File: config.mk
export PLATFORM = sky130hd
export DESIGN_NAME = convolution_mem_ctrl
export DESIGN_NICKNAME = d
export VERILOG_FILES = /design/src/rtl/convolution_mem_pkg.sv /design/src/rtl/tap_mac.sv /design/src/rtl/convolution_mem_ctrl.sv
export SDC_FILE = /design/constraint.sdc
export NUM_CORES = 1
export LEC_CHECK = 0
export BUFFER_PORTS_ARGS = -buffer_cell sky130_fd_sc_hd__buf_2
export CAP_MARGIN = 20
export CELL_PAD_IN_SITES_DETAIL_PLACEMENT = 0
export CELL_PAD_IN_SITES_GLOBAL_PLACEMENT = 1
export CORE_AREA = 4 4 186 188
export DETAILED_ROUTE_END_ITERATION = 6
export DIE_AREA = 0 0 190 192
export PLACE_DENSITY_LB_ADDON = 0.1
export SLEW_MARGIN = 20
export SYNTH_ARGS = -nofsm -noshare
export SYNTH_HDL_FRONTEND = slang
export SYNTH_SLANG_ARGS = --single-unit
File: constraint.sdc
create_clock -name clk -period 12.65 [get_ports clk]
set_clock_uncertainty 0.1 [all_clocks]
set_input_delay 2.53 -clock clk [delete_from_list [all_inputs] [get_ports clk]]
set_output_delay 2.53 -clock clk [all_outputs]
set_load 0.005 [all_outputs]
File: src/rtl/convolution_mem_pkg.sv
// convolution_mem_pkg: shared state encoding, tap word layout and accumulator sizing
package convolution_mem_pkg;
  typedef enum logic [2:0] {IDLE, WRITE, TAP_RD, SMP_RD, OUTPUT} state_e;
  localparam int DELAY_MSB = 15;
  localparam int DELAY_LSB = 9;
  localparam int SIGN_BIT  = 8;
  localparam int COEF_MSB  = 7;
  localparam int COEF_LSB  = 0;
  function automatic int acc_width(input int data_w, input int coef_w, input int max_taps);
    return data_w + coef_w + $clog2(max_taps) + 1;
  endfunction
endpackage

File: src/rtl/tap_mac.sv
// tap_mac: signed sample times unsigned coefficient, sign-selected accumulate, saturated readout
module tap_mac #(
  parameter int DATA_W = 16,
  parameter int COEF_W = 8,
  parameter int ACC_W  = 31
) (
  input  logic signed [ACC_W-1:0]  acc_in,
  input  logic signed [DATA_W-1:0] sample,
  input  logic        [COEF_W-1:0] coef,
  input  logic                     neg,
  output logic signed [ACC_W-1:0]  acc_out,
  output logic signed [DATA_W-1:0] sat_out
);
  logic signed [DATA_W+COEF_W:0] prod;
  logic signed [ACC_W-1:0]       prod_ext;
  logic signed [ACC_W-1:0]       shifted;
  logic                          fits;
  // product is sign-extended to the accumulator width before the add/subtract
  always_comb begin
    prod     = sample * $signed({1'b0, coef});
    prod_ext = {{(ACC_W-DATA_W-COEF_W-1){prod[DATA_W+COEF_W]}}, prod};
    acc_out  = neg ? acc_in - prod_ext : acc_in + prod_ext;
    shifted  = acc_in >>> COEF_W;
    fits     = (&shifted[ACC_W-1:DATA_W-1]) || !(|shifted[ACC_W-1:DATA_W-1]);
    sat_out  = fits ? shifted[DATA_W-1:0] : {shifted[ACC_W-1], {(DATA_W-1){~shifted[ACC_W-1]}}};
  end
endmodule

File: src/rtl/convolution_mem_ctrl.sv
// convolution_mem_ctrl: ring-buffer recorder and tap-table convolution over a shared memory port
module convolution_mem_ctrl
  import convolution_mem_pkg::*;
#(
  parameter int DATA_W   = 16,
  parameter int ADDR_W   = 16,
  parameter int MAX_TAPS = 64,
  parameter int COEF_W   = 8,
  localparam int TC_W    = $clog2(MAX_TAPS + 1)
) (
  input  logic              clk,
  input  logic              rst_n,
  input  logic              sample_stb,
  input  logic [DATA_W-1:0] sample_in,
  input  logic              record_en,
  input  logic              loop_en,
  input  logic [TC_W-1:0]   tap_count,
  input  logic [ADDR_W-1:0] buf_base,
  output logic              mem_req,
  output logic              mem_we,
  output logic [ADDR_W-1:0] mem_addr,
  output logic [DATA_W-1:0] mem_wdata,
  input  logic              mem_ready,
  input  logic [DATA_W-1:0] mem_rdata,
  output logic [DATA_W-1:0] sample_out,
  output logic              out_valid,
  output logic              busy,
  output logic              overrun
);
  localparam int ACC_W = acc_width(DATA_W, COEF_W, MAX_TAPS);
  state_e                   state_q, state_d;
  logic [ADDR_W-1:0]        wr_ptr_q, wr_ptr_d, base_q, base_d, delay_q, delay_d;
  logic [DATA_W-1:0]        smp_q, smp_d, sample_out_q, sample_out_d;
  logic signed [ACC_W-1:0]  acc_q, acc_d, mac_acc;
  logic signed [DATA_W-1:0] mac_sat;
  logic [TC_W-1:0]          idx_q, idx_d, tc;
  logic [COEF_W-1:0]        coef_q, coef_d;
  logic                     neg_q, neg_d, out_valid_q, out_valid_d, overrun_q, overrun_d;
  logic [ADDR_W:0]          ring_len, delay_max, delay_sum, raw;
  logic [ADDR_W-1:0]        rd_addr, delay_new;
  logic                     below;

  tap_mac #(.DATA_W(DATA_W), .COEF_W(COEF_W), .ACC_W(ACC_W)) u_mac (
    .acc_in  (acc_q),
    .sample  ($signed(mem_rdata)),
    .coef    (coef_q),
    .neg     (neg_q),
    .acc_out (mac_acc),
    .sat_out (mac_sat)
  );

  // ring geometry: saturating delay and wrapped read address below the ring base
  always_comb begin
    tc        = (tap_count > TC_W'(MAX_TAPS)) ? TC_W'(MAX_TAPS) : tap_count;
    ring_len  = {1'b1, {ADDR_W{1'b0}}} - {1'b0, base_q};
    delay_max = ring_len - (ADDR_W+1)'(1);
    delay_sum = {1'b0, delay_q} + (ADDR_W+1)'(mem_rdata[DELAY_MSB:DELAY_LSB]);
    delay_new = (delay_sum > delay_max) ? delay_max[ADDR_W-1:0] : delay_sum[ADDR_W-1:0];
    raw       = {1'b0, wr_ptr_q} - {1'b0, delay_q};
    below     = raw[ADDR_W] || (raw[ADDR_W-1:0] < base_q);
    rd_addr   = below ? raw[ADDR_W-1:0] + ring_len[ADDR_W-1:0] : raw[ADDR_W-1:0];
  end

  // next-state, datapath updates and memory request decode
  always_comb begin
    state_d      = state_q;
    wr_ptr_d     = wr_ptr_q;
    base_d       = base_q;
    delay_d      = delay_q;
    smp_d        = smp_q;
    acc_d        = acc_q;
    idx_d        = idx_q;
    coef_d       = coef_q;
    neg_d        = neg_q;
    sample_out_d = sample_out_q;
    out_valid_d  = 1'b0;
    overrun_d    = overrun_q | (sample_stb & (state_q != IDLE));
    mem_req      = 1'b0;
    mem_we       = 1'b0;
    mem_addr     = '0;
    mem_wdata    = '0;
    case (state_q)
      IDLE: if (sample_stb) begin
        smp_d    = sample_in;
        base_d   = buf_base;
        acc_d    = {{(ACC_W-DATA_W){sample_in[DATA_W-1]}}, sample_in} << COEF_W;
        delay_d  = '0;
        idx_d    = '0;
        wr_ptr_d = (wr_ptr_q < buf_base) ? buf_base : wr_ptr_q;
        state_d  = (record_en && !loop_en) ? WRITE : (tc == '0) ? OUTPUT : TAP_RD;
      end
      WRITE: begin
        mem_req   = 1'b1;
        mem_we    = 1'b1;
        mem_addr  = wr_ptr_q;
        mem_wdata = smp_q;
        if (mem_ready) state_d = (tc == '0) ? OUTPUT : TAP_RD;
      end
      TAP_RD: begin
        mem_req  = 1'b1;
        mem_addr = ADDR_W'(idx_q);
        if (mem_ready) begin
          delay_d = delay_new;
          neg_d   = mem_rdata[SIGN_BIT];
          coef_d  = COEF_W'(mem_rdata[COEF_MSB:COEF_LSB]);
          state_d = SMP_RD;
        end
      end
      SMP_RD: begin
        mem_req  = 1'b1;
        mem_addr = rd_addr;
        if (mem_ready) begin
          acc_d   = mac_acc;
          idx_d   = idx_q + TC_W'(1);
          state_d = ({1'b0, idx_q} + (TC_W+1)'(1) < {1'b0, tc}) ? TAP_RD : OUTPUT;
        end
      end
      OUTPUT: begin
        sample_out_d = mac_sat;
        out_valid_d  = 1'b1;
        wr_ptr_d     = (&wr_ptr_q) ? base_q : wr_ptr_q + ADDR_W'(1);
        state_d      = IDLE;
      end
      default: state_d = IDLE;
    endcase
  end

  // state and datapath registers, cleared asynchronously
  always_ff @(posedge clk or negedge rst_n) begin
    if (!rst_n) begin
      state_q      <= IDLE;
      wr_ptr_q     <= '0;
      base_q       <= '0;
      delay_q      <= '0;
      smp_q        <= '0;
      acc_q        <= '0;
      idx_q        <= '0;
      coef_q       <= '0;
      neg_q        <= 1'b0;
      sample_out_q <= '0;
      out_valid_q  <= 1'b0;
      overrun_q    <= 1'b0;
    end else begin
      state_q      <= state_d;
      wr_ptr_q     <= wr_ptr_d;
      base_q       <= base_d;
      delay_q      <= delay_d;
      smp_q        <= smp_d;
      acc_q        <= acc_d;
      idx_q        <= idx_d;
      coef_q       <= coef_d;
      neg_q        <= neg_d;
      sample_out_q <= sample_out_d;
      out_valid_q  <= out_valid_d;
      overrun_q    <= overrun_d;
    end
  end

  assign sample_out = sample_out_q;
  assign out_valid  = out_valid_q;
  assign overrun    = overrun_q;
  assign busy       = (state_q != IDLE);
endmodule
After elaboration in Yosys (flattened, before gate mapping)
Index checks and enable logic that the tools add are counted.
{"block": "word_totals", "ff_bits": 132, "inputBits": 61, "out_inout_bits": 53, "wordCells": 92}
{"block": "classes", "add_sub_neg": 10, "mul": 1, "order_cmp": 5, "n_eq_ne": 9, "mux": 31, "bitwise": 3, "n_reduce_logical": 21}
{"operator": "$mux 16", "n": 9}
{"operator": "$mux 31", "n": 3}
{"operator": "$pmux 16 s2", "n": 2}
{"operator": "$pmux 31 s2", "n": 1}
{"operator": "$pmux 16 s3", "n": 1}
{"operator": "$lt 16x16->1", "n": 2}
{"operator": "$add 31x25->31", "n": 1}
{"operator": "$sub 31x25->31", "n": 1}
{"operator": "$mul 16x9->25", "n": 1}
{"operator": "$mux 3", "n": 7}
{"operator": "$mux 7", "n": 3}
{"operator": "$add 16x7->17", "n": 1}
{"operator": "$gt 17x17->1", "n": 1}
{"operator": "$sub 16x16->17", "n": 1}
{"operator": "$sub 17x1->17 const B", "n": 1}
{"operator": "$sub 17x16->17 const A", "n": 1}
{"operator": "$add 16x1->16 const B", "n": 1}
{"operator": "$add 16x16->16", "n": 1}
{"operator": "$reduce_and 16->1", "n": 1}
{"operator": "$pmux 7 s2", "n": 1}
{"operator": "$pmux 3 s4", "n": 1}
{"operator": "$ne 2x2->1 const B", "n": 5}
{"operator": "$reduce_and 3->1", "n": 3}
{"operator": "$add 7x1->8 const B", "n": 1}
{"operator": "22 further kinds", "n": 30}

Depth between registers and ports, before layout
{"block": "depth", "word_depth": 7, "depth_mapped": 35, "ltp_nobuf": 33}

By module
A second synthesis with hierarchy kept.
{"block": "unflattened", "hier_cells": 2108, "hier_area_um2": 17135.2}
{"module": "convolution_mem_ctrl", "instances": 1, "cells_per_inst": 1189, "area_per_inst_um2": 10057.1, "seq_area_each_um2": 3303.2}
{"module": "tap_mac", "instances": 1, "cells_per_inst": 919, "area_per_inst_um2": 7078.0, "seq_area_each_um2": 0.0}

Worst setup path after synthesis
OpenSTA, ideal clock, no wires.
{"block": "synth_timing", "path_kind": "input to register", "startpoint": "in mem_rdata[8]", "endpoint": "reg acc_q[29]", "setup_time_ns": 0.135, "arrival_time_ns": 9.182, "required_ns": 12.415, "setup_slack_ns": 3.233, "path_stages": 31, "path_buffers": 3, "path_cell_list": "clkbuf_1 and2_1 fa_1 fa_1 fa_1 inv_1 fa_1 inv_1 ha_1 buf_6 and3_1 buf_6 and2_4 and3_4 o31a_1 or3_4 a211oi_4 nand2_1 nor2_1 a21oi_1 xnor2_1 ha_1 and4_1 nand2_1 a21o_1 or2_2 o221ai_1 nand2_1 a211o_1 a221oi_1 o31ai_1"}
{"block": "synth_between", "elab_chain_cells": 5, "elab_cells_between_ends": 6, "classes_between": "add/sub: 2; mul: 1; mux: 3"}
{"item": "start: declaration", "line_no": "convolution_mem_ctrl.sv:24", "rtl": "input logic [DATA_W-1:0] mem_rdata,"}
{"item": "$mul 16x9->25 *", "line_no": "tap_mac.sv:20", "rtl": "prod = sample * $signed({1'b0, coef});"}
{"item": "$add 31x25->31 or $sub 31x25->31 (tied branches)", "line_no": "tap_mac.sv:22", "rtl": "acc_out = neg ? acc_in - prod_ext : acc_in + prod_ext;"}
{"item": "$mux 31 *", "line_no": "tap_mac.sv:22"}
{"item": "$mux 31 *", "line_no": "convolution_mem_ctrl.sv:112", "rtl": "if (mem_ready) begin"}
{"item": "$pmux 31 s2 *", "line_no": "convolution_mem_ctrl.sv:82", "rtl": "case (state_q)"}
{"item": "end signal: assignment", "line_no": "convolution_mem_ctrl.sv:136", "rtl": "acc_q <= '0;"}
{"item": "end signal: assignment", "line_no": "convolution_mem_ctrl.sv:149", "rtl": "acc_q <= acc_d;"}
{"item": "end: declaration", "line_no": "convolution_mem_ctrl.sv:34", "rtl": "logic signed [ACC_W-1:0] acc_q, acc_d, mac_acc;"}
Mark *: on every way between the ends. The rest lies on a longest branch, timed or not. The select of a mux whose other input is x is not followed.
A chain may end at the register's enable or synchronous reset.

Worst setup path after layout
Same ends and word-level chain as after synthesis.

==> results_dict.tcl <==
set metrics [dict create \
    firstDrtPassIters 5 \
    syn_nets 2392 \
    syn_avg_cell_area_um2 8.13 \
    synth_top_area_share 0.198 \
    grt_pass1_wl_um 75600 \
    status "finished, final reports clean" \
    cts_buffers 17 \
    drt_iter0_markers 734 \
    clock-sinks 132 \
    r2r_slack_ns 4.45 \
    synth_compound_area_frac 0.191 \
    clockBufferDepth 2 \
    dr_wl_met2_um 24000 \
    crit_arrival_ns 9.87 \
    min-delay-start "overrun" \
    worstPathRequired_ns 12.86 \
    slew-limit-headroom 0.347 \
    met3_length_um 1460 \
    final_antenna_net_count 0 \
    wl_per_cell_um 17.9 \
    initial_core_util 0.503 \
    yosys.area_share.simple 0.187 \
    fmax_ghz 0.104 \
    ys.flop_type "dfrtp_1" \
    grt-ovfl-total 0 \
    instances_no_fill 2578 \
    synth_xor_area_frac 0.0778 \
    synthArstFlopShare 1.00 \
    final_max_slew_viol_count 0 \
    dp.cells 2545 \
    wl_um 46200 \
    setup_viol 0 \
    crit_path_end_kind "flip-flop" \
    synthTopCellsByArea "dfrtp_1 20%, ha_1 13%, fa_1 13%" \
    grt_pass1_vias 14544 \
    fp.dieW_um 190 \
    ys_types 85 \
    detail_route.vias_per_cell 5.65 \
    r2r_end "acc_q[29]" \
    nets 2460 \
    port_buffers 113 \
    path_clk_slew_ns 0.08 \
    io_pins 114 \
    vias 14555 \
    top_layer_used "met4" \
    synth_top_family_by_area "adder cells" \
    synth_top_area_cell "dfrtp_1" \
    synth_area_um2 16700 \
    synth_warnings 0 \
    grt_antenna_before_repair 0 \
    cts_resized 0 \
    gp_congestion 0.888 \
    fp.dieH_um 192 \
    yosys.area_share.adder 0.259 \
    cts_tree "yes" \
    hold_path_end "overrun" \
    row_count 67 \
    critPathKind "in2reg" \
    syn_inst 2049 \
    antenna_cells 0 \
    tightestPinTransition_ns 0.974 \
    r2r-start "coef_q[2]" \
    finalCritPeriodShare 0.763 \
    min_period_ns 9.66 \
    wl_met1_um 19300 \
    ys_ff_latch 132 \
    root_buffer "clkbuf_16" \
    synth_commonest_cells "244 x inv_1, 230 x nand2_1, 176 x ha_1, 164 x a21oi_1, 132 x dfrtp_1" \
    max_stage_delay_ns 0.58 \
    core_area_um2 33100 \
    insertion_delay_ns 0.45 \
    drive_gt1_frac 0.0948 \
    finalHoldViolCount 0 \
    timing.setup.tns_ns 0 \
    synth_edf_count 0 \
    rsz0062_at_grt "false" \
    rr_worst_depth 29 \
    crit_path_max_fanout 9 \
    cap_violations 0 \
    h-tree-depth 4 \
    yosysSeqAreaShare 0.198 \
    hold_path_class "reg2reg" \
    drc 0 \
    dpl.hpwl_um 36300 \
    grt_usage 0.258 \
    min_delay_path_depth 1 \
    grt_max_degree 78 \
    cts_hold_buf 0 \
    cp_slowest_cell "fa_1" \
    worstSetupStartpointType "input pin" \
    cpMostUsedCell "fa_1" \
    dieArea_um2 36500 \
    post_cts_buffers 0 \
    areaGrowthSynthToFinish_pct 9.33 \
    yosysMostFrequentCell "inv_1" \
    synthMuxAreaShare 0.0125 \
]
## per-stage QoR
step	cell area [um2]	hold slack [ns]	util	worst slack, ns
floorplan	16700	0.337	-	3.23
detailed placement	17600	0.351	0.531	2.58
finish	18200	0.356	0.550	2.99
global route	18200	0.387	0.550	2.55
global placement	17600	0.333	0.531	2.66
CTS	18200	0.363	0.550	3.06
## critical path, delay by kind of cell
kind | cells | cell delay (ns)
compound gates | 8 | 1.86
buf+inv | 3 | 0.28
xor+xnor | 1 | 0.18
simple gates | 11 | 2.12
fa+ha+maj | 6 | 2.89
## cell usage in the layout, fill, tap and decap left out, types with 93 or more instances in the layout
cell type    n
nand2_1    229
buf_2      112
inv_1      244
dfrtp_1    132
xnor2_1     93
a21oi_1    164
nor2_1     123
fa_1       106
ha_1       176
o21ai_0    102
## worst max path at each step
stage | start | slack, ns | end | cells past startpoint
final | mem_rdata[8] | 2.99 | acc_q[29] | 29
after global routing | mem_rdata[5] | 2.55 | acc_q[29] | 31
after CTS | mem_rdata[8] | 3.06 | acc_q[29] | 29
after detailed placement | mem_rdata[8] | 2.58 | acc_q[29] | 29
after global placement | mem_rdata[8] | 2.66 | acc_q[29] | 29
after floorplan | mem_rdata[8] | 3.23 | acc_q[29] | 31
## metal layers
layer | vias up | global-route usage
met1 | 7069 | 0.315
met3 | 87 | 0.0320
met4 | 0 | 0.0896
li1 | 7107 | -
met2 | 292 | 0.471
met5 | - | 0
## registers in the layout (all words and copies together), names as in the netlist, 3 cells and up
name,count
delay_q,16
idx_q,7
state_q,3
coef_q,8
sample_out,16
base_q,16
smp_q,16
acc_q,31
wr_ptr_q,16
## logic make-up (layout without fill, tap and decap cells)
| logic type | count (synthesis) | in the layout |
|---|---|---|
| simple gates | 640 | 640 |
| mux | 19 | 19 |
| flops | 132 | 132 |
| fa+ha+maj | 282 | 282 |
| compound gates | 506 | 506 |
| xor+xnor | 148 | 148 |
| buf+inv | 322 | 403 |
## final cells by class
cell class	instances	area, um2
tap	448	561
sequential	132	3300
timing repair buffer	125	669
fill	3176	14900
inverter	246	923
clock buffer	17	425
multi-input combinational	1595	12200
clock inverter	15	184
Power is not shown: default switching activity piles up to over one toggle a cycle in this logic, so the estimate is an artifact.
